### config.mk
export PLATFORM = sky130hd
export DESIGN_NAME = mii_frame_receiver
export DESIGN_NICKNAME = d
export VERILOG_FILES = /design/src/rtl/mii_frame_receiver.sv
export SDC_FILE = /design/constraint.sdc
export NUM_CORES = 1
export LEC_CHECK = 0
export CAP_MARGIN = 20
export CORE_ASPECT_RATIO = 0.9
export CORE_MARGIN = 8
export CORE_UTILIZATION = 56
export DETAILED_ROUTE_END_ITERATION = 6
export GPL_TIMING_DRIVEN = 1
export PLACE_DENSITY = 0.79
export SETUP_SLACK_MARGIN = 0.4
export SLEW_MARGIN = 0
export SYNTH_ARGS = -nofsm -noshare
export SYNTH_HDL_FRONTEND = slang
export SYNTH_SLANG_ARGS = --single-unit
### constraint.sdc
create_clock -name rd_clk -period 2.4 [get_ports rd_clk]
set_input_delay 0.48 -clock rd_clk [delete_from_list [all_inputs] [get_ports rd_clk]]
set_output_delay 0.48 -clock rd_clk [all_outputs]
set_load 0.02 [all_outputs]
### src/rtl/mii_frame_receiver.sv
// MII loopback receiver: strips preamble/SFD, recovers 14-bit samples from the payload and reports
// per-frame length/FCS status with saturating counters. Define MII_RX_CRC_CHECK_EN to include the FCS check.
module mii_frame_receiver #(
    parameter int HDR_BYTES       = 14,
    parameter int MAX_FRAME_BYTES = 1518,
    parameter int CNT_W           = 16
) (
    input  logic             rd_clk,
    input  logic             rst_n,
    input  logic [3:0]       mii_rxd,
    input  logic             mii_rx_dv,
    output logic [13:0]      sample_data,
    output logic             sample_valid,
    output logic             frame_done,
    output logic             frame_ok,
    output logic             len_err,
    output logic [CNT_W-1:0] frame_count,
    output logic [CNT_W-1:0] err_count,
    output logic [2:0]       rx_state
);

    localparam int BC_W = $clog2(MAX_FRAME_BYTES + 2);
    localparam logic [BC_W-1:0] MIN_BYTES = BC_W'(HDR_BYTES + 4);
    localparam logic [BC_W-1:0] MAX_BYTES = BC_W'(MAX_FRAME_BYTES);
    localparam logic [BC_W-1:0] HDR_LAST  = BC_W'(HDR_BYTES - 1);
    localparam logic [BC_W-1:0] FOUR      = BC_W'(4);

    typedef enum logic [2:0] {
        S_IDLE     = 3'd0,
        S_PREAMBLE = 3'd1,
        S_HEADER   = 3'd2,
        S_PAYLOAD  = 3'd3,
        S_DROP     = 3'd4
    } state_t;

    state_t            state_reg;
    logic              armed_reg;
    logic              sfd_seen_reg;
    logic              nib_phase_reg;
    logic              pay_half_reg;
    logic              oversize_reg;
    logic [3:0]        lo_nib_reg;
    logic [5:0]        msb_reg;
    logic [BC_W-1:0]   byte_cnt_reg;
    logic [13:0]       sample_data_reg;
    logic              sample_valid_reg;
    logic              frame_done_reg;
    logic              frame_ok_reg;
    logic              len_err_reg;
    logic [CNT_W-1:0]  frame_count_reg;
    logic [CNT_W-1:0]  err_count_reg;
    logic [7:0]        line_reg [4];
    logic [7:0]        line_in  [4];

    logic              in_frame;
    logic              byte_done;
    logic [7:0]        new_byte;
    logic              over_hit;
    logic              pop_en;
    logic [BC_W-1:0]   pop_idx;
    logic              sfd_hit;
    logic              end_frame;
    logic              short_frame;
    logic              odd_payload;
    logic              len_bad;
    logic              crc_good;
    logic              frame_good;

    assign in_frame    = (state_reg == S_HEADER) || (state_reg == S_PAYLOAD);
    assign byte_done   = in_frame && mii_rx_dv && nib_phase_reg;
    assign new_byte    = {mii_rxd, lo_nib_reg};
    assign over_hit    = byte_done && (byte_cnt_reg == MAX_BYTES);
    // The byte leaving the delay line is the one pushed four bytes earlier.
    assign pop_en      = byte_done && !over_hit && (byte_cnt_reg >= FOUR);
    assign pop_idx     = byte_cnt_reg - FOUR;
    assign sfd_hit     = (state_reg == S_PREAMBLE) && mii_rx_dv && (mii_rxd == 4'hD);
    assign end_frame   = !mii_rx_dv && (in_frame || ((state_reg == S_DROP) && sfd_seen_reg));
    assign short_frame = byte_cnt_reg < MIN_BYTES;
    assign odd_payload = !short_frame && (byte_cnt_reg[0] != MIN_BYTES[0]);
    assign len_bad     = nib_phase_reg || short_frame || odd_payload || oversize_reg;
    assign frame_good  = !len_bad && crc_good;

`ifdef MII_RX_CRC_CHECK_EN
    logic [31:0] crc_reg;

    function automatic logic [31:0] crc32_byte(input logic [31:0] crc_in, input logic [7:0] data);
        logic [31:0] c;
        c = crc_in ^ {24'd0, data};
        for (int i = 0; i < 8; i++) begin
            c = c[0] ? ((c >> 1) ^ 32'hEDB8_8320) : (c >> 1);
        end
        return c;
    endfunction

    always_ff @(posedge rd_clk or negedge rst_n) begin
        if (!rst_n) begin
            crc_reg <= '0;
        end else if (sfd_hit) begin
            crc_reg <= '1;
        end else if (byte_done) begin
            crc_reg <= crc32_byte(crc_reg, new_byte);
        end
    end

    // Running the FCS through the CRC leaves this fixed residue on an intact frame.
    assign crc_good = (crc_reg == 32'hDEBB_20E3);
`else
    assign crc_good = 1'b1;
`endif

    genvar gi;
    generate
        for (gi = 0; gi < 4; gi++) begin : g_dly
            if (gi == 0) begin : g_head
                assign line_in[gi] = new_byte;
            end else begin : g_tail
                assign line_in[gi] = line_reg[gi-1];
            end
            always_ff @(posedge rd_clk or negedge rst_n) begin
                if (!rst_n) begin
                    line_reg[gi] <= '0;
                end else if (byte_done) begin
                    line_reg[gi] <= line_in[gi];
                end
            end
        end
    endgenerate

    always_ff @(posedge rd_clk or negedge rst_n) begin
        if (!rst_n) begin
            state_reg        <= S_IDLE;
            armed_reg        <= 1'b0;
            sfd_seen_reg     <= 1'b0;
            nib_phase_reg    <= 1'b0;
            pay_half_reg     <= 1'b0;
            oversize_reg     <= 1'b0;
            lo_nib_reg       <= '0;
            msb_reg          <= '0;
            byte_cnt_reg     <= '0;
            sample_data_reg  <= '0;
            sample_valid_reg <= 1'b0;
            frame_done_reg   <= 1'b0;
            frame_ok_reg     <= 1'b0;
            len_err_reg      <= 1'b0;
            frame_count_reg  <= '0;
            err_count_reg    <= '0;
        end else begin
            sample_valid_reg <= 1'b0;
            frame_done_reg   <= 1'b0;
            // After reset the receiver must see an idle line before trusting the next preamble.
            if (!mii_rx_dv) begin
                armed_reg <= 1'b1;
            end

            case (state_reg)
                S_IDLE: begin
                    if (mii_rx_dv && armed_reg) begin
                        sfd_seen_reg <= 1'b0;
                        state_reg    <= (mii_rxd == 4'h5) ? S_PREAMBLE : S_DROP;
                    end
                end
                S_PREAMBLE: begin
                    if (!mii_rx_dv) begin
                        state_reg <= S_IDLE;
                    end else if (sfd_hit) begin
                        state_reg     <= S_HEADER;
                        sfd_seen_reg  <= 1'b1;
                        byte_cnt_reg  <= '0;
                        nib_phase_reg <= 1'b0;
                        pay_half_reg  <= 1'b0;
                        oversize_reg  <= 1'b0;
                    end else if (mii_rxd != 4'h5) begin
                        state_reg <= S_DROP;
                    end
                end
                S_HEADER, S_PAYLOAD: begin
                    if (!mii_rx_dv) begin
                        state_reg <= S_IDLE;
                    end else if (!nib_phase_reg) begin
                        lo_nib_reg    <= mii_rxd;
                        nib_phase_reg <= 1'b1;
                    end else begin
                        nib_phase_reg <= 1'b0;
                        if (over_hit) begin
                            oversize_reg <= 1'b1;
                            state_reg    <= S_DROP;
                        end else begin
                            byte_cnt_reg <= byte_cnt_reg + BC_W'(1);
                            if (pop_en) begin
                                if (state_reg == S_HEADER) begin
                                    if (pop_idx == HDR_LAST) begin
                                        state_reg    <= S_PAYLOAD;
                                        pay_half_reg <= 1'b0;
                                    end
                                end else if (!pay_half_reg) begin
                                    msb_reg      <= line_reg[3][5:0];
                                    pay_half_reg <= 1'b1;
                                end else begin
                                    sample_data_reg  <= {msb_reg, line_reg[3]};
                                    sample_valid_reg <= 1'b1;
                                    pay_half_reg     <= 1'b0;
                                end
                            end
                        end
                    end
                end
                S_DROP: begin
                    if (!mii_rx_dv) begin
                        state_reg <= S_IDLE;
                    end
                end
                default: state_reg <= S_IDLE;
            endcase

            if (end_frame) begin
                frame_done_reg <= 1'b1;
                len_err_reg    <= len_bad;
                frame_ok_reg   <= frame_good;
                if (frame_good) begin
                    if (frame_count_reg != '1) begin
                        frame_count_reg <= frame_count_reg + CNT_W'(1);
                    end
                end else if (err_count_reg != '1) begin
                    err_count_reg <= err_count_reg + CNT_W'(1);
                end
            end
        end
    end

    assign sample_data  = sample_data_reg;
    assign sample_valid = sample_valid_reg;
    assign frame_done   = frame_done_reg;
    assign frame_ok     = frame_ok_reg;
    assign len_err      = len_err_reg;
    assign frame_count  = frame_count_reg;
    assign err_count    = err_count_reg;
    assign rx_state     = state_reg;

endmodule

==> results of run 1 <==
-- layout make-up --
class                   count  area share (%)
multi-input cells         279            36.5
flip-flops and latches    111            43.8
inverters                  11           0.649
repair buffers             89            13.7
well taps                 119            2.34
clock buffers              10            2.16
clock inverters             6           0.826
-- report_power, final --
part	total, mW	leakage (nW)	switching [mW]	internal [mW]
clock network	1.08	0.0967	0.654	0.425
logic	0.581	1.44	0.312	0.270
registers	2.05	1.49	0.0928	1.96
-- routing by layer --
layer	GRT usage, %	wire length, um	share of wire, %
met1	23.5	4760	45
met2	26.3	4890	47
met3	5.09	654	6.2
met4	4.35	185	1.8
met5	0	0	0
-- synthesized netlist by cell type, drive strengths merged (4+ instances only) --
master | count | area, um^2
mux2 | 62 | 709
inv | 11 | 41.3
and4 | 4 | 35.0
dfrtp | 111 | 2780
o21ai | 9 | 45.0
and3 | 4 | 25.0
nor2 | 25 | 93.8
or3 | 6 | 37.5
nand2 | 27 | 101
nand4 | 12 | 75.1
a21oi | 9 | 48.8
xnor2 | 13 | 114
ha | 5 | 62.6
nand3 | 18 | 90.1
nor4 | 12 | 103
xor2 | 16 | 140
buf | 13 | 76.3
nor3 | 10 | 50.1
nor4b | 4 | 41.3
nand2b | 8 | 50.1
-- how the worst max path moves through the flow --
stage / startpoint / endpoint / slack [ns] / cells after the start
finish: byte_cnt_reg[0] / err_count[1] / 0.37 / 7
global route: byte_cnt_reg[0] / frame_count[8] / 0.27 / 6
CTS: byte_cnt_reg[10] / rx_state[2] / 0.37 / 5
detailed placement: mii_rxd[3] / byte_cnt_reg[3] / -0.03 / 6
global placement: mii_rxd[3] / byte_cnt_reg[3] / 0.01 / 6
floorplan: rx_state[1] / sample_data[10] / 0.41 / 8
-- through the flow --
stage	hold WS, ns	setup slack (ns)	instances	util, %	TNS [ns]
after floorplan	0.184	0.413	417	-	0
after global placement	0.465	0.0127	600	67.6	0
after detailed placement	0.489	-0.0260	600	67.6	-0.0462
after CTS	0.0824	0.365	620	70.9	0
after global routing	0.0916	0.272	625	73.6	0
final	0.0702	0.373	625	73.6	0
-- logic make-up (layout without fill, tap and decap cells) --
logic type,count (synthesis),after routing,share of synthesized area (%)
mux,64,64,14.5
fa+ha+maj,5,5,1.24
simple gates,149,149,17.3
flops,111,111,55.2
xor+xnor,29,29,5.05
compound gates,32,32,4.08
buf+inv,27,116,2.59
-- worst reg2reg max path: stages (launching register included) --
cell	delay, ns
dfrtp_2	0.43
buf_4	0.14
or3_1	0.40
a31oi_4	0.25
nand2b_1	0.16
buf_6	0.16
nor2_2	0.06
mux2_1	0.32
-- layout by cell type (no fill, tap or decap), drive strengths merged, types with 8 or more instances in the layout --
master	n
clkbuf	11
nand2b	8
nand2	27
xnor2	13
clkdlybuf4s50	48
dfrtp	111
nand4	12
nor4	12
xor2	16
nand3	18
o21ai	9
buf	30
inv	14
nor2	25
a21oi	9
nor3	10
dlymetal6s2s	9
mux2	62
-- what timing repair did --
action | 4_1_cts | 5_1_grt
resized for setup | 16 | 43
cloned | 0 | 1
endpoints found under the setup margin | 33 | 51
setup buffers | 4 | 4
pin swaps | 1 | 11
==> results, run 1 <==
- The flow ran to the end, and the final reports show no timing, DRC or antenna violations.
- Summing the sequential cell areas from Yosys gives 55.2% of the chip area.
- The number of nets in the layout is 513.
- The floorplan has 32 rows.
- The total number of clock tree sinks is 111.
- The required time of the worst setup path is 2.66 ns.
- Entering global routing, the biggest net connects 44 pins.
- The detail route stage leaves a number of antenna-violating nets equal to 0.
- The post-synthesis net count is 429.
- The worst setup path is launched from a flip-flop.
- The clock-pin slew on the worst setup and hold paths is 0.10 ns.
- The area taken by multi-input logic gates is 2320 um^2.
- TritonCTS built the clock tree.
- The die covers 12300 um^2.
- The number of flops mapped to enable cells by yosys is 0.
- The final route contains 3538 vias.
- The worst hold path belongs to the class input pin to asynchronous set/reset pin.
- Across the whole layout, storage elements account for 2790 um^2.
- For this run, the top clock speed supported by timing is 0.493 GHz.
- The area growth from synthesis to final layout is 26.5%.
- Measured against its own limit, the worst slew margin works out to 64.9%.
- Wires add up to 10.5 mm.
- The overall power is 3.71 mW.
- The congestion estimate from routability-driven global placement came to 0.891.
- The slew at the pin closest to its max-slew limit is 0.527 ns.
- The CTS buffer count is 9.
- The synthesized instance count is 417.
- The worst path uses 84.4% of the clock period.
- For this design, the slowest cell found on the critical path is dfrtp_2.
- VDD sags by at most 0.645 mV.
- The setup skew after layout is 0.0124 ns.
- The via count of the first global-routing pass was 3407.
- The mean instance size in the synthesized netlist is 12.1 um^2.
- Walking the worst path, the cells encountered are buf_4 > or3_1 > a31oi_4 > nand2b_1 > buf_6 > nor2_2 > mux2_1.
- The combined area of all synthesized cells is 5030 um^2.
- Data on the critical path arrives at its endpoint at 2.29 ns.
- The number of cell instances on the worst register-to-register path is 7.
- 60 I/O pins were placed.
- In this run the power density over the cells is 583 nW/um^2.
- The number of buffers between clock root and the deepest sink is 2.
- The insertion delay of the later-clocked pin in the worst-skew pair is 0.38 ns.
- The setup slack on the worst flop-to-flop path is 0.37 ns.
- The buffer cell driving the clock tree root is clkbuf_8.
- The number of buffers inserted for hold repair after clock tree synthesis is 0.
- The placed instances occupy a cell area of 5850 um^2.
- The first-iteration detailed-routing DRC count is 229.
- After global routing the overflow that remains totals 0.
- The register with the most flip-flops in the layout has 24 of them.
- The post-DP HPWL is 7.31 mm.
- The effective utilization at floorplan is 58.2%.
- The synthesis warning total is 0.
- The family with the most delay on the worst path is simple AND/OR/NAND/NOR gates.
- The final max-slew violation count was 0.
- Of the cells placed in the final design, the portion with a size suffix greater than 1 is 30.4%.
- The final routed wire length divided by cell count is 16.8 um.
- Across the run, the number of max-cap violations was 0.
- The number of filler instances in the final layout is 610.
- Setup repair after global routing could not meet its margin everywhere.
- STA classifies the critical path endpoint as a flip-flop.
- Setup violations remaining at the end of the flow were counted as 0.
- After detailed routing, the number of remaining DRC violations is 0.
- The final number of hold-violating endpoints is 0.
- The core region is 8650 um^2.
- From left edge to right edge, the die measures 116 um.
- The area of all placed cells without fillers is 6360 um^2.
- The most used flip-flop cell after synthesis is dfrtp_1.
- The count of buffer and inverter cells on the critical path is 2.
- The critical-path maximum fanout is 10.
- The worst path needs 2.03 ns of the cycle, external delays included.
- The largest single stage delay on the critical path is 0.43 ns.
- The per-cell via count in the routed design is 5.66.
- The start of the worst register-to-register path is byte_cnt_reg[0].
- In this run the vertical extent of the chip is 106 um.
- Global routing used 17.2% of the available tracks.
- The worst flop-to-flop path endpoint is err_count[1].
- In this run the tool buffered the top-level ports with 59 buffer cells.
- The number of optimization iterations in the first detailed-route pass is 6.
- The global-route wire length before repair is 16.9 mm.
- The number of H-tree levels is 3.
- The critical path in this run is classified as flip-flop to flip-flop.
- Of all flip-flops after synthesis, the portion carrying an async set or reset was 100%.
- The number of storage elements in the synthesis netlist is 111.
- The leakage dissipation is 3.03 nW.
- The synthesized netlist contains 52 unique library cells.
- The number of antenna diodes in the final layout is 0.
- The initial antenna violation count came to 0.
No activity file was read; power rests on OpenSTA's default activity.
==> run 2, diff against run 1 <==
CORE_UTILIZATION = 50   (was 56)
PLACE_DENSITY = 0.75   (was 0.79)
clock period = 1.8 ns   (was 2.4 ns; I/O delays follow)
==> results, run 2 (same netlist as run 1, synthesis figures left out) <==
- The placed standard-cell area came to 6480 um^2 (+11%).
- The checks that failed: setup timing.
- The vertical die dimension was 111 um (+4.9%).
- The power spent charging and discharging nets was 1.63 mW (+54%).
- The aggregate global routing overflow is 0 (unchanged).
- The total number of clock tree sinks is 111 (unchanged).
- TritonCTS built the clock tree.
- The family with the most delay on the worst path is simple AND/OR/NAND/NOR gates.
- The share of power burned in registers is 50.1% (-5.2 points).
- The area growth from synthesis to final layout is 53.7%.
- The part of the total power dissipated in the clock network came to 27.0% (-2.1 points).
- The number of buffers between clock root and the deepest sink was 2 (unchanged).
- The flip-flop count of the largest register after layout came to 24 (unchanged).
- The worst IR drop on VDD is 0.605 mV (-6.2%).
- The number of optimization iterations in the first detailed-route pass is 5 (-1).
- The area inside the core boundary is 9740 um^2 (+13%).
- The final max-slew violation count is 0 (unchanged).
- The number of cell instances on the worst register-to-register path is 9 (+2).
- The count of buffer and inverter cells on the critical path is 3 (+1).
- The most common cell after layout, fill and taps aside is dfrtp_1.
- The per-cell via count in the routed design is 5.66 (about the same).
- The maximum clock frequency is 0.500 GHz (+1.4%).
- The number of filler instances in the final layout is 546 (-10%).
- The global-route usage over all layers is 20.4% (+3.2 points).
- The number of H-tree levels is 3 (unchanged).
- The critical path endpoint category is a flip-flop.
- The final worst-path cycle share is 111% (+27 points).
- The insertion delay of the later-clocked pin in the worst-skew pair came to 0.39 ns (about the same).
- The first-iteration detailed-routing DRC count is 326 (+42%).
- The internal cell power is 3.82 mW (+44%).
- The count of boundary I/O pins came to 60 (unchanged).
- The setup slack on the worst flop-to-flop path was -0.20 ns (-0.57 ns).
- The setup skew after layout is 0.0204 ns (+0.00805 ns).
- The critical path's largest stage delay is 0.38 ns (-0.05 ns).
- The effective utilization at floorplan was 51.6% (-6.5 points).
- The final critical delay including setup and external delays is 2.00 ns (-0.0284 ns).
- The final routed wire length divided by cell count is 19.4 um (+15%).
- The final worst hold slack is 0.448 ns (+0.378 ns).
- The routed wire length was 14.3 mm (+36%).
- The endpoint arrival time on the critical path came to 2.27 ns (-0.02 ns).
- The worst setup path is launched from a flip-flop.
- The number of buffers inserted by port buffering was 59 (unchanged).
- The standard-cell row count came to 34 (+6.3%).
- The worst slew margin relative to its limit was 70.2% (+5.3 points).
- The class of the most critical hold timing path is input pin to asynchronous set/reset pin.
- The initial antenna violation count is 0 (unchanged).
- The chip width is 122 um (+5.0%).
- The number of diodes came to 0 (unchanged).
- The overall power is 5.44 mW (+47%).
- The post-DP HPWL came to 8.25 mm (+13%).
- The max capacitance violation total is 0 (unchanged).
- The global-route wire length before repair is 22.4 mm (+32%).
- The fraction of final layout cells with drive strength greater than 1 is 57.2% (+27 points).
- The number of nets in the layout is 619 (+21%).
- The required time of the worst setup path is 2.07 ns (-0.59 ns).
- The total number of vias was 4176 (+18%).
- The worst-case setup margin in the final layout is -0.198 ns (-0.572 ns).
- The worst flop-to-flop path endpoint is msb_reg[2].
- The final number of hold-violating endpoints came to 0 (unchanged).
- The combinational power share is 23.0% (+7.3 points).
- The final standard cell count with taps included and fillers excluded is 738 (+18%).
- The area enclosed by the die boundary came to 13500 um^2 (+10%).
- The power per unit of standard cell area is 704 nW/um^2 (+21%).
- The clock-pin slew on the worst setup and hold paths is 0.11 ns (about the same).
- The setup TNS is -6.53 ns (-6.53 ns).
- The largest net degree at the start of global routing is 38 (-14%).
- The via count of the first global-routing pass is 4438 (+30%).
- The switching power share of the total was 29.9% (+1.3 points).
- Traced cell by cell, the critical path runs through inv_2 > ha_4 > nor4bb_4 > buf_4 > a31oi_4 > o21a_1 > and4b_1 > buf_12 > mux2_4.
- The residual antenna-violating net count after detailed routing came to 0 (unchanged).
- The library cells used most frequently in the layout, excluding fill and tap cells, are 104 x dfrtp_1, 84 x buf_4, 67 x buf_6.
- The total of endpoints with negative setup slack in the final report is 53 (+53).
- The CTS buffer count was 9 (unchanged).
- The area of all placed cells without fillers is 7730 um^2 (+21%).
- The routability-driven placement congestion ratio is 0.876 (-1.7%).
- The critical-path maximum fanout came to 7 (-3).
- The buffer cell driving the clock tree root is clkbuf_8.
- Setup repair after global routing could not meet its margin everywhere.
- The slowest cell on the critical path is dfrtp_1.
- The number of design rule violations left after detail routing came to 0 (unchanged).
- The flow ran to the end, but the final reports show violations.
- The leakage dissipation came to 3.79 nW (+25%).
- The critical path is of the flip-flop to flip-flop type.
- The start of the worst register-to-register path is byte_cnt_reg[0].
- The slew at the pin closest to its max-slew limit is 0.448 ns (-0.0796 ns).
- The number of instances in the placed design was 662 (+10%).
run 2: changes by cell type in the layout (fill, tap and decap cells not counted), moves of 11 or more:
cell             previous run  this run
clkdlybuf4s50_1            48         0
buf_6                       2        67
mux2_2                     52        37
buf_4                      27        84
mux2_4                      9        25
buf_2                       0        30
nor4_4                      1        12
run 2: cell type report:
class | count | area, um^2 | area share [%]
Sequential cell | 111 | 2790 | 36.1
Clock buffer | 10 | 138 | 1.78
Clock inverter | 6 | 51.3 | 0.664
Tap cell | 126 | 158 | 2.04
Inverter | 11 | 41.3 | 0.534
Multi-Input combinational cell | 280 | 2830 | 36.6
Timing Repair Buffer | 194 | 1730 | 22.3
run 2: worst max path at each step:
stage,end,start,cells after the start
after global routing,msb_reg[2],byte_cnt_reg[0],9
after global placement,byte_cnt_reg[2],mii_rx_dv,6
after floorplan,sample_data[10],byte_cnt_reg[0],9
after CTS,msb_reg[2],byte_cnt_reg[0],9
final,msb_reg[2],byte_cnt_reg[0],9
after detailed placement,byte_cnt_reg[3],mii_rx_dv,6
run 2: per-layer routing:
metal | wire [um] | up-vias | share of wire [%] | track usage, %
met5 | 0 | - | 0 | 0
met4 | 452 | 0 | 3.2 | 8.55
met1 | 5910 | 2098 | 41 | 23.4
li1 | - | 1874 | - | -
met3 | 741 | 59 | 5.2 | 5.14
met2 | 7190 | 145 | 50 | 35.0
run 2: through the flow:
| step | worst slack (ns) | util (%) |
|---|---|---|
| floorplan | -0.104 | - |
| global placement | -0.427 | 66.5 |
| detailed placement | -0.484 | 66.5 |
| CTS | -0.193 | 75.9 |
| global route | -0.285 | 79.3 |
| finish | -0.198 | 79.3 |
run 2: repair_timing:
item / 4_1_cts / 5_1_grt
hold buffers: 1 / 0
setup buffers: 36 / 20
pin swaps: 30 / 33
cloned: 2 / 1
resized for setup: 366 / 50
setup endpoints to repair: 162 / 136
hold endpoints to repair: 29 / 0
run 2: power groups by stage:
stage | logic (mW) | registers, mW | clock network [mW]
final | 1.25 | 2.72 | 1.47
after CTS | 1.06 | 2.71 | 1.49
after global routing | 1.34 | 2.74 | 1.59
after detailed placement | 0.866 | 2.76 | 0
after global placement | 0.844 | 2.75 | 0
after floorplan | 0.315 | 2.86 | 0
==> run 3, diff against run 2 <==
CELL_PAD_IN_SITES_DETAIL_PLACEMENT = 1   (was unset)
CELL_PAD_IN_SITES_GLOBAL_PLACEMENT = 1   (was unset)
CORE_UTILIZATION = 41   (was 50)
HOLD_SLACK_MARGIN = 0.03   (was unset)
==> results, run 3 (same netlist as run 1, synthesis figures left out) <==
- The flow ran to the end, but the final reports show violations.
- The checks that failed: setup timing.
- The count of boundary I/O pins is 60 (unchanged).
- The final number of hold-violating endpoints is 0 (unchanged).
- The fraction of final layout cells with drive strength greater than 1 is 60.1% (+2.9 points).
- The effective utilization at floorplan was 41.8% (-9.8 points).
- The buffer cell driving the clock tree root is clkbuf_16.
- The chip width is 133 um (+9.1%).
- The share of power burned in registers was 40.7% (-9.4 points).
- The internal cell power is 4.76 mW (+25%).
- The area enclosed by the die boundary is 16100 um^2 (+19%).
- The placed standard-cell area is 6520 um^2 (+0.50%).
- The routed wire length is 22.1 mm (+54%).
- The maximum clock frequency is 0.427 GHz (-15%).
- Setup repair after global routing could not meet its margin everywhere.
- The launching instance or port of the critical path is byte_cnt_reg[0].
- The number of buffers inserted by port buffering is 59 (unchanged).
- The final routed wire length divided by cell count came to 28.2 um (+46%).
- The total of endpoints with negative setup slack in the final report was 68 (+28%).
- The number of design rule violations left after detail routing came to 0 (unchanged).
- The largest net degree at the start of global routing came to 53 (+39%).
- The worst-case setup margin in the final layout was -0.541 ns (-0.343 ns).
- The insertion delay of the later-clocked pin in the worst-skew pair was 0.37 ns (-0.02 ns).
- The setup slack on the worst flop-to-flop path is -0.54 ns (-0.34 ns).
- The number of diodes came to 0 (unchanged).
- The max capacitance violation total is 0 (unchanged).
- The slew at the pin closest to its max-slew limit came to 0.518 ns (+0.0707 ns).
- The worst flop-to-flop path endpoint is msb_reg[3].
- The clock-pin slew on the worst setup and hold paths was 0.08 ns (-0.03 ns).
- The part of the total power dissipated in the clock network is 34.8% (+7.8 points).
- The number of filler instances in the final layout is 1123 (+110%).
- The via count of the first global-routing pass came to 4897 (+10%).
- The area of all placed cells without fillers is 8420 um^2 (+8.9%).
- The final core utilization is 70.0% (-9.3 points).
- The worst setup path is launched from a flip-flop.
- The setup skew after layout is 0.00817 ns (-0.0123 ns).
- The required time of the worst setup path is 2.05 ns (-0.02 ns).
- The per-cell via count in the routed design is 5.71 (+0.90%).
- The residual antenna-violating net count after detailed routing was 0 (unchanged).
- The startpoint-to-endpoint class of the critical path is flip-flop to flip-flop.
- The number of buffers between clock root and the deepest sink is 2 (unchanged).
- The overall power is 6.72 mW (+23%).
- The first-iteration detailed-routing DRC count is 269 (-17%).
- The final worst hold slack is 0.442 ns (-0.00589 ns).
- The library cells used most frequently in the layout, excluding fill and tap cells, are 101 x dfrtp_1, 85 x buf_6, 69 x buf_4.
- The final max-slew violation count is 0 (unchanged).
- The routability-driven placement congestion ratio was 0.830 (-5.3%).
- The aggregate global routing overflow came to 0 (unchanged).
- The number of cell instances on the worst register-to-register path was 8 (-1).
- The worst register-to-register path begins at byte_cnt_reg[0].
- The leakage dissipation is 4.07 nW (+7.2%).
- The CTS buffer count is 9 (unchanged).
- The post-DP HPWL was 9.42 mm (+14%).
- The worst setup path is captured at a flip-flop.
- In this run the worst setup path terminates at msb_reg[3].
- The power per unit of standard cell area is 798 nW/um^2 (+13%).
- The area inside the core boundary is 12000 um^2 (+23%).
- The area growth from synthesis to final layout is 67.4%.
- The worst IR drop on VDD is 1.01 mV (+68%).
- The combinational power share is 24.5% (+1.5 points).
- The final worst-path cycle share is 130% (+19 points).
- The global-route usage over all layers is 23.2% (+2.8 points).
- The number of optimization iterations in the first detailed-route pass is 4 (-1).
- The critical-path maximum fanout is 7 (unchanged).
- The class of the most critical hold timing path is input pin to asynchronous set/reset pin.
- The total number of clock tree sinks is 111 (unchanged).
- The vertical die dimension came to 121 um (+8.9%).
- The initial antenna violation count is 0 (unchanged).
- The standard-cell row count is 38 (+12%).
- The endpoint arrival time on the critical path is 2.59 ns (+0.32 ns).
- The clock tree from TritonCTS is done.
- The global-route wire length before repair is 28.9 mm (+29%).
- The worst slew margin relative to its limit was 65.2% (-5.0 points).
- The number of nets in the layout came to 629 (+1.6%).
- Leaving out fill and tap cells, the most frequent cell in the layout is dfrtp_1.
- The flip-flop count of the largest register after layout was 24 (unchanged).
- The final critical delay including setup and external delays is 2.34 ns (+0.343 ns).
- The number of H-tree levels is 3 (unchanged).
- The switching power share of the total is 29.1% (-0.74 points).
- The total number of vias is 4465 (+6.9%).
- The power spent charging and discharging nets is 1.96 mW (+20%).
[run 3: per-layer routing]
metal | up-vias | global-route usage (%) | part of all wire, %
met4 | 0 | 9.85 | 3.4
met5 | - | 0 | 0
met3 | 50 | 5.01 | 4.1
met1 | 2375 | 26.1 | 38
met2 | 146 | 41.7 | 54
li1 | 1894 | - | -
[run 3: power groups by stage]
| stage | Clock (mW) | Combinational, mW | Sequential (mW) |
|---|---|---|---|
| floorplan | 0 | 0.315 | 2.86 |
| global placement | 0 | 0.856 | 2.74 |
| detailed placement | 0 | 0.895 | 2.75 |
| CTS | 2.28 | 1.31 | 2.71 |
| global route | 2.43 | 1.72 | 2.74 |
| finish | 2.33 | 1.65 | 2.74 |
[run 3: critical path: stages (launching register included)]
cell	delay (ns)
dfrtp_1	0.42
inv_2	0.09
ha_4	0.15
nor4bb_1	0.37
a31oi_1	0.22
o21a_1	0.22
and4b_2	0.27
buf_12	0.16
mux2_4	0.31
[run 3: through the flow]
stage	std cells	TNS [ns]	setup WS [ns]
finish	782	-18.92	-0.541
global route	782	-22.03	-0.568
CTS	753	-5.30	-0.168
detailed placement	693	-28.90	-0.528
global placement	693	-25.26	-0.442
floorplan	417	-1.52	-0.104
[run 3: worst min path at each step]
stage	depth (start not counted)	startpoint	to
global placement	1	rst_n	frame_count[4]
global route	2	rst_n	frame_done
floorplan	0	rst_n	armed_reg
detailed placement	1	rst_n	frame_count[4]
finish	2	rst_n	frame_done
CTS	2	rst_n	frame_count[13]
[run 3: area by class of cell]
cell class / instances / area [um^2] / area share (%)
multi-input combinational: 279 / 3020 / 35.8
sequential: 111 / 2790 / 33.1
timing repair buffer: 205 / 2030 / 24.1
clock buffer: 12 / 256 / 3.05
tap: 160 / 200 / 2.38
clock inverter: 4 / 76.3 / 0.907
inverter: 11 / 46.3 / 0.550
[run 3: repair_timing]
item | in CTS | in global routing
gates cloned | 2 | 1
pin swaps | 45 | 50
endpoints found under the hold margin | 21 | 0
hold buffers | 1 | 0
gates resized for setup | 365 | 117
setup buffers | 41 | 28
endpoints found under the setup margin | 162 | 145
==> variant 1: new RTL, flow settings as in run 1 <==
Set the parameter `MAX_FRAME_BYTES` to 3036 (it was 1518).
--- a/src/rtl/mii_frame_receiver.sv
+++ b/src/rtl/mii_frame_receiver.sv
@@ -3,5 +3,5 @@
 module mii_frame_receiver #(
     parameter int HDR_BYTES       = 14,
-    parameter int MAX_FRAME_BYTES = 1518,
+    parameter int MAX_FRAME_BYTES = 3036,
     parameter int CNT_W           = 16
 ) (
Function: no difference found for any inputs over 10 cycles, from zero or initial values and one cycle with rst_n low; that may be too few to reach the edited logic, so the function may still have changed.
==> variant 1 against run 1 <==
- critical path depth decreased by 1
- sequential cell count grew 1
- area after synthesis rose by 2.0%
- cell area up 2.2%
- sequential share of layout area is 0.48 points lower
- first-iteration DRC count is 62% higher
- routed wire length grew 7.2%
- non-clock buffer count rose by 3
- worst setup slack got worse by 0.0013 ns
- critical endpoint is now msb_reg[0]
- via count increased by 6.8%
- synthesized cell count grew 14%
- register-to-register slack better by 0.03 ns
- total power up 1.7%
- largest power group unchanged
==> variant 1: results (changes against run 1) <==
Final layout
The final instance count without filler cells is 688 (+10%). The number of antenna repair diodes is 0 (unchanged). The number of flip-flops under the largest register name was 24 (unchanged). The share of cells above drive strength 1 is 22.3% (-8.2 points). The number of nets in the layout is 573 (+12%).

Synthesis
The count of different cell masters after synthesis came to 63 (+21%). The sequential-to-total area share from yosys stat is 54.6% (-0.59 points). The fraction of registers with async set or reset after synthesis is 100% (unchanged). Ranked by instance count, the synthesized netlist is headed by nand2_1, dfrtp_1, nor2_1. The number of nets in the synthesized netlist is 486 (+13%). After synthesis, the cell types taking the most area are dfrtp_1, nand2_1, mux2_1.

The number of warnings issued by yosys came to 0 (unchanged). The post-synthesis instance total came to 474 (+14%). The commonest register cell after synthesis is dfrtp_1.

Setup path
In this run the critical register-to-register path is launched from byte_cnt_reg[1]. The slowest stage of the critical path belongs to the cell clkdlybuf4s50_1. The path depth of the worst reg2reg path is 7 (unchanged).

The signal arrival time at the worst endpoint is 2.29 ns (about the same). The minimum setup slack among reg-to-reg paths is 0.40 ns (+0.03 ns). The maximum cell stage delay along the critical path is 0.57 ns (+0.14 ns). The maximum fanout along the worst path came to 7 (-3). The endpoint identified for the worst register-to-register timing path is msb_reg[0].

Global route
The largest net degree at the start of global routing is 42 (-4.5%). The first-pass GRT wire length is 18.1 mm (+6.8%). The initial antenna violation count was 0 (unchanged). The via count of the first global-routing pass is 3609 (+5.9%). The overall routing resource usage is 18.0% (+0.81 points). The remaining global-route overflow was 0 (unchanged).

Clock network
The root buffer cell is clkbuf_8. The total CTS buffers was 9 (unchanged). The clock edge transition at the registers on the reported setup and hold paths is roughly 0.11 ns. The maximum level of the CTS H-tree is 3 (unchanged). The maximum count of clock buffers along a single path was 2 (unchanged). The worst-skew pair later-pin latency is about 0.37 ns.

Drt
The DRC marker count from the first detailed-route iteration is 372 (+62%). The total detailed-routing wirelength was 11.2 mm (+7.2%). The met3 routed wirelength is 590 um (-9.8%). The highest metal layer with signal wires is met4. The post-route met1 wirelength is 5.01 mm (+5.4%).

The number of iterations in the first detailed-routing pass was 5 (-1). The routed length on met2 is 5.45 mm (+12%). The via total after detailed routing came to 3778 (+6.8%).

Min path
The kind of path behind the tightest hold check is input port to async pin.

Power
The maximum vdd ir drop is 0.431 mV (-33%). The leakage power came to 3.16 nW (+4.2%). The internal power contribution is 2.66 mW (+0.29%).

Place
The final weighted congestion in routability-driven placement is 0.862 (-3.2%). The number of placed instances, taps included is 655 (+9.2%). The number of port buffers came to 59 (unchanged).

The final HPWL from detailed placement is 7.41 mm (+1.4%).

Timing
The setup skew after layout is 0.0163 ns (+0.00386 ns). The headroom to the max-slew limit is 66.8% (+2.0 points). The worst hold margin was 0.0611 ns (-0.00908 ns).

Outcome
The run finished with clean final reports.
## variant 1: cells by family after synthesis
group	Yosys count	share of synthesized area, %
buffers and inverters	29	2.71
adder cells (fa/ha/maj)	5	1.22
flip-flops	112	54.6
AO/OA/AOI/OAI	29	4.85
XOR/XNOR	38	6.63
AND/OR/NAND/NOR	233	23.7
multiplexers	28	6.22
## variant 1: per-stage QoR
step | util (%) | cell area (um^2) | TNS, ns | setup WS (ns)
finish | 72.2 | 6500 | 0 | 0.372
global route | 72.2 | 6500 | 0 | 0.320
CTS | 69.8 | 6290 | 0 | 0.380
detailed placement | 65.8 | 5920 | -2.17 | -0.131
global placement | 65.8 | 5920 | -0.909 | -0.0819
floorplan | - | 5140 | 0 | 0.402
## variant 1: critical path, delay by kind of cell
family | cells | cell delay (ns)
buffers and inverters | 1 | 0.57
and+or+nand+nor | 2 | 0.44
AOI/OAI and AO/OA | 2 | 0.44
muxes | 1 | 0.36
## variant 1: how the worst max path moves through the flow
| stage | slack (ns) | startpoint | cells after the start | end |
|---|---|---|---|---|
| floorplan | 0.40 | frame_count[3] | 5 | frame_count[1] |
| detailed placement | -0.13 | mii_rx_dv | 6 | msb_reg[0] |
| global placement | -0.08 | mii_rxd[1] | 6 | byte_cnt_reg[7] |
| finish | 0.37 | mii_rx_dv | 6 | msb_reg[0] |
| global route | 0.32 | byte_cnt_reg[7] | 6 | err_count[6] |
| CTS | 0.38 | byte_cnt_reg[1] | 7 | msb_reg[0] |
## variant 1: power groups by stage
| stage | clock network, mW | registers, mW | logic (mW) |
|---|---|---|---|
| after global routing | 1.22 | 2.07 | 0.623 |
| final | 1.14 | 2.06 | 0.572 |
| after detailed placement | 0 | 2.09 | 0.531 |
| after global placement | 0 | 2.09 | 0.516 |
| after floorplan | 0 | 2.13 | 0.235 |
| after CTS | 1.15 | 2.06 | 0.549 |
## variant 1: repair_timing
item                                    4_1_cts  5_1_grt
resized for setup                            16       36
endpoints found under the setup margin       53       51
cloned                                        1        0
hold endpoints to repair                      0        0
pin swaps                                     4       11
setup buffers                                 9        7
## variant 1: cell type report
type	count	area (um^2)
fill	632	2500
multi-input combinational	334	2400
clock buffer	10	138
sequential	112	2820
tap	122	153
inverter	12	45.0
clock inverter	6	65.1
timing repair buffer	92	882
## variant 1: metal layers
layer | track usage, % | vias to the layer above
li1 | - | 1787
met5 | 0 | -
met3 | 3.03 | 15
met2 | 29.2 | 103
met1 | 24.1 | 1873
met4 | 6.03 | 0
==> variant 2: new RTL, flow settings as in run 1 <==
Made on the original files. Put one more register stage on the output `sample_data`. The value now appears one clock later. The other outputs are not delayed to match.
--- a/src/rtl/mii_frame_receiver.sv
+++ b/src/rtl/mii_frame_receiver.sv
@@ -228,5 +228,7 @@
     end
 
-    assign sample_data  = sample_data_reg;
+    always_ff @(posedge rd_clk) begin
+        sample_data <= sample_data_reg;
+    end
     assign sample_valid = sample_valid_reg;
     assign frame_done   = frame_done_reg;
Check against the original RTL: same outputs for any inputs over 10 cycles, from zero or initial values and one cycle with rst_n low; that may be too few to reach the edited logic, so the function may still have changed.
==> variant 2 against run 1 <==
- sequential cell count is 14 higher
- utilization is 2.5 points higher
- synthesized cell count is 15% higher
- final cell count is 13% higher
- worst setup slack worse by 0.070 ns
- fmax is 3.3% lower
- cell area is 8.1% higher
- area after synthesis is 3.0% higher
- routed wire length is 15% higher
- die area is 2.6% higher
- critical path type unchanged
- critical endpoint is now err_count[10]
- largest cell class unchanged
Power is not compared: it rests on default switching activity, and its combinational part moved more than twofold at a synthesized area within 25%.
==> variant 2: results (changes against run 1) <==
Place
The instance area after placement is 0.00603 mm^2 (+3.0%). The worst slack after detailed placement is -0.0459 ns (-0.0199 ns). The final weighted congestion in routability-driven placement is 0.980 (+10%). The number of placed instances, taps included is 661 (+10%).

The final HPWL from detailed placement is 7.09 mm (-3.0%).

Synthesis
The post-synthesis compound-gate area fraction is 4.03% (-0.047 points). The number of nets in the synthesized netlist was 493 (+15%). The sequential-to-total area share from yosys stat came to 59.0% (+3.8 points). The fraction of registers with async set or reset after synthesis came to 88.8% (-11 points). The xor/xnor share of the synthesized area is 5.75% (+0.70 points).

The mean area per synthesized cell came to 10.8 um^2 (-11%). The portion of netlist area occupied by mux cells came to 6.69% (-7.8 points). The commonest cells after synthesis are nand2_1, dfrtp_1, nor2_1. The adder and majority gate portion of the synthesized area is 1.21% (-0.036 points). After synthesis, the cell types taking the most area are dfrtp_1, nand2_1, mux2_2. The count of different cell masters after synthesis is 46 (-12%). In the synthesized netlist the dominant register cell turns out to be dfrtp_1.

Drt
The post-route met1 wirelength is 4.93 mm (+3.6%). The via total after detailed routing is 3865 (+9.2%). The average detailed-routed wire length per instance is 17.1 um (+1.8%). The number of iterations in the first detailed-routing pass is 7 (+1). The met3 routed wirelength is 725 um (+11%). The routed length on met2 was 6.21 mm (+27%). The DRC marker count from the first detailed-route iteration is 262 (+14%).

Global route
The routing usage on met2 is 32.8% (+6.5 points). The largest net degree at the start of global routing is 50 (+14%). The via count of the first global-routing pass is 4077 (+20%).

The met3 routing resource usage after global routing was 6.66% (+1.6 points). The met1 usage is 22.1% (-1.4 points). The overall routing resource usage is 19.3% (+2.1 points).

Clock network
The post-CTS setup repair buffer count came to 8 (+4). The worst-skew pair later-pin latency is 0.52 ns (+0.14 ns). The total of hold buffers inserted after clock tree synthesis was 1 (+1).

The total of cells resized after clock tree synthesis is 49 (+33). The clock edge transition at the registers on the reported setup and hold paths came to 0.06 ns (-0.04 ns). The total CTS buffers was 17 (+8).

Setup path
The critical path starts at byte_cnt_reg[10]. The path depth of the worst reg2reg path is 8 (+1). The critical path's slowest cell is dfrtp_1. The maximum fanout along the worst path is 6 (-4). The endpoint of the worst register-to-register path is err_count[10]. The signal arrival time at the worst endpoint is 2.50 ns (+0.21 ns).

The kind of cell with the highest combined delay along the critical path is buffers and inverters.

Final layout
The count of fill cells added during filler insertion is 572 (-6.2%). The final instance count without filler cells is 708 (+13%). The share of cells above drive strength 1 is 22.0% (-8.4 points). The number of nets in the layout came to 585 (+14%).

The area occupied by multi-input gates was 0.00215 mm^2 (-7.4%). The number of flip-flops under the largest register name is 28 (+17%).

Timing
The slack of the critical path is 0.303 ns (-0.0698 ns). The worst hold margin came to 0.366 ns (+0.296 ns). The transition time of the tightest slew-check pin is 0.522 ns (-0.00498 ns).

The setup skew after layout is 0.00717 ns (-0.00522 ns).

Outcome
The flow ran to the end, and the final reports show no timing, DRC or antenna violations.

Min path
In this run the worst hold path is classified as register to register.
## variant 2: kinds of logic after synthesis
group / Yosys count
AO/OA/AOI/OAI: 28
XOR/XNOR: 34
adder cells (fa/ha/maj): 5
buffers and inverters: 27
flip-flops: 125
multiplexers: 31
AND/OR/NAND/NOR: 231
## variant 2: cell type report
cell class / instances / area share [%]
clock buffer: 17 / 6.02
clock inverter: 15 / 2.87
inverter: 9 / 0.491
multi-input combinational: 329 / 31.3
sequential: 125 / 44.6
tap: 122 / 2.22
timing repair buffer: 91 / 12.5
## variant 2: power by group through the flow
stage | sequential, mW | clock [mW] | combinational (mW)
3_3_place_gp | 2.19 | 0 | 0.195
4_1_cts | 2.15 | 2.67 | 0.198
3_5_place_dp | 2.19 | 0 | 0.202
2_1_floorplan | 2.19 | 0 | 0.105
6_report | 2.16 | 2.66 | 0.210
5_1_grt | 2.16 | 2.77 | 0.230
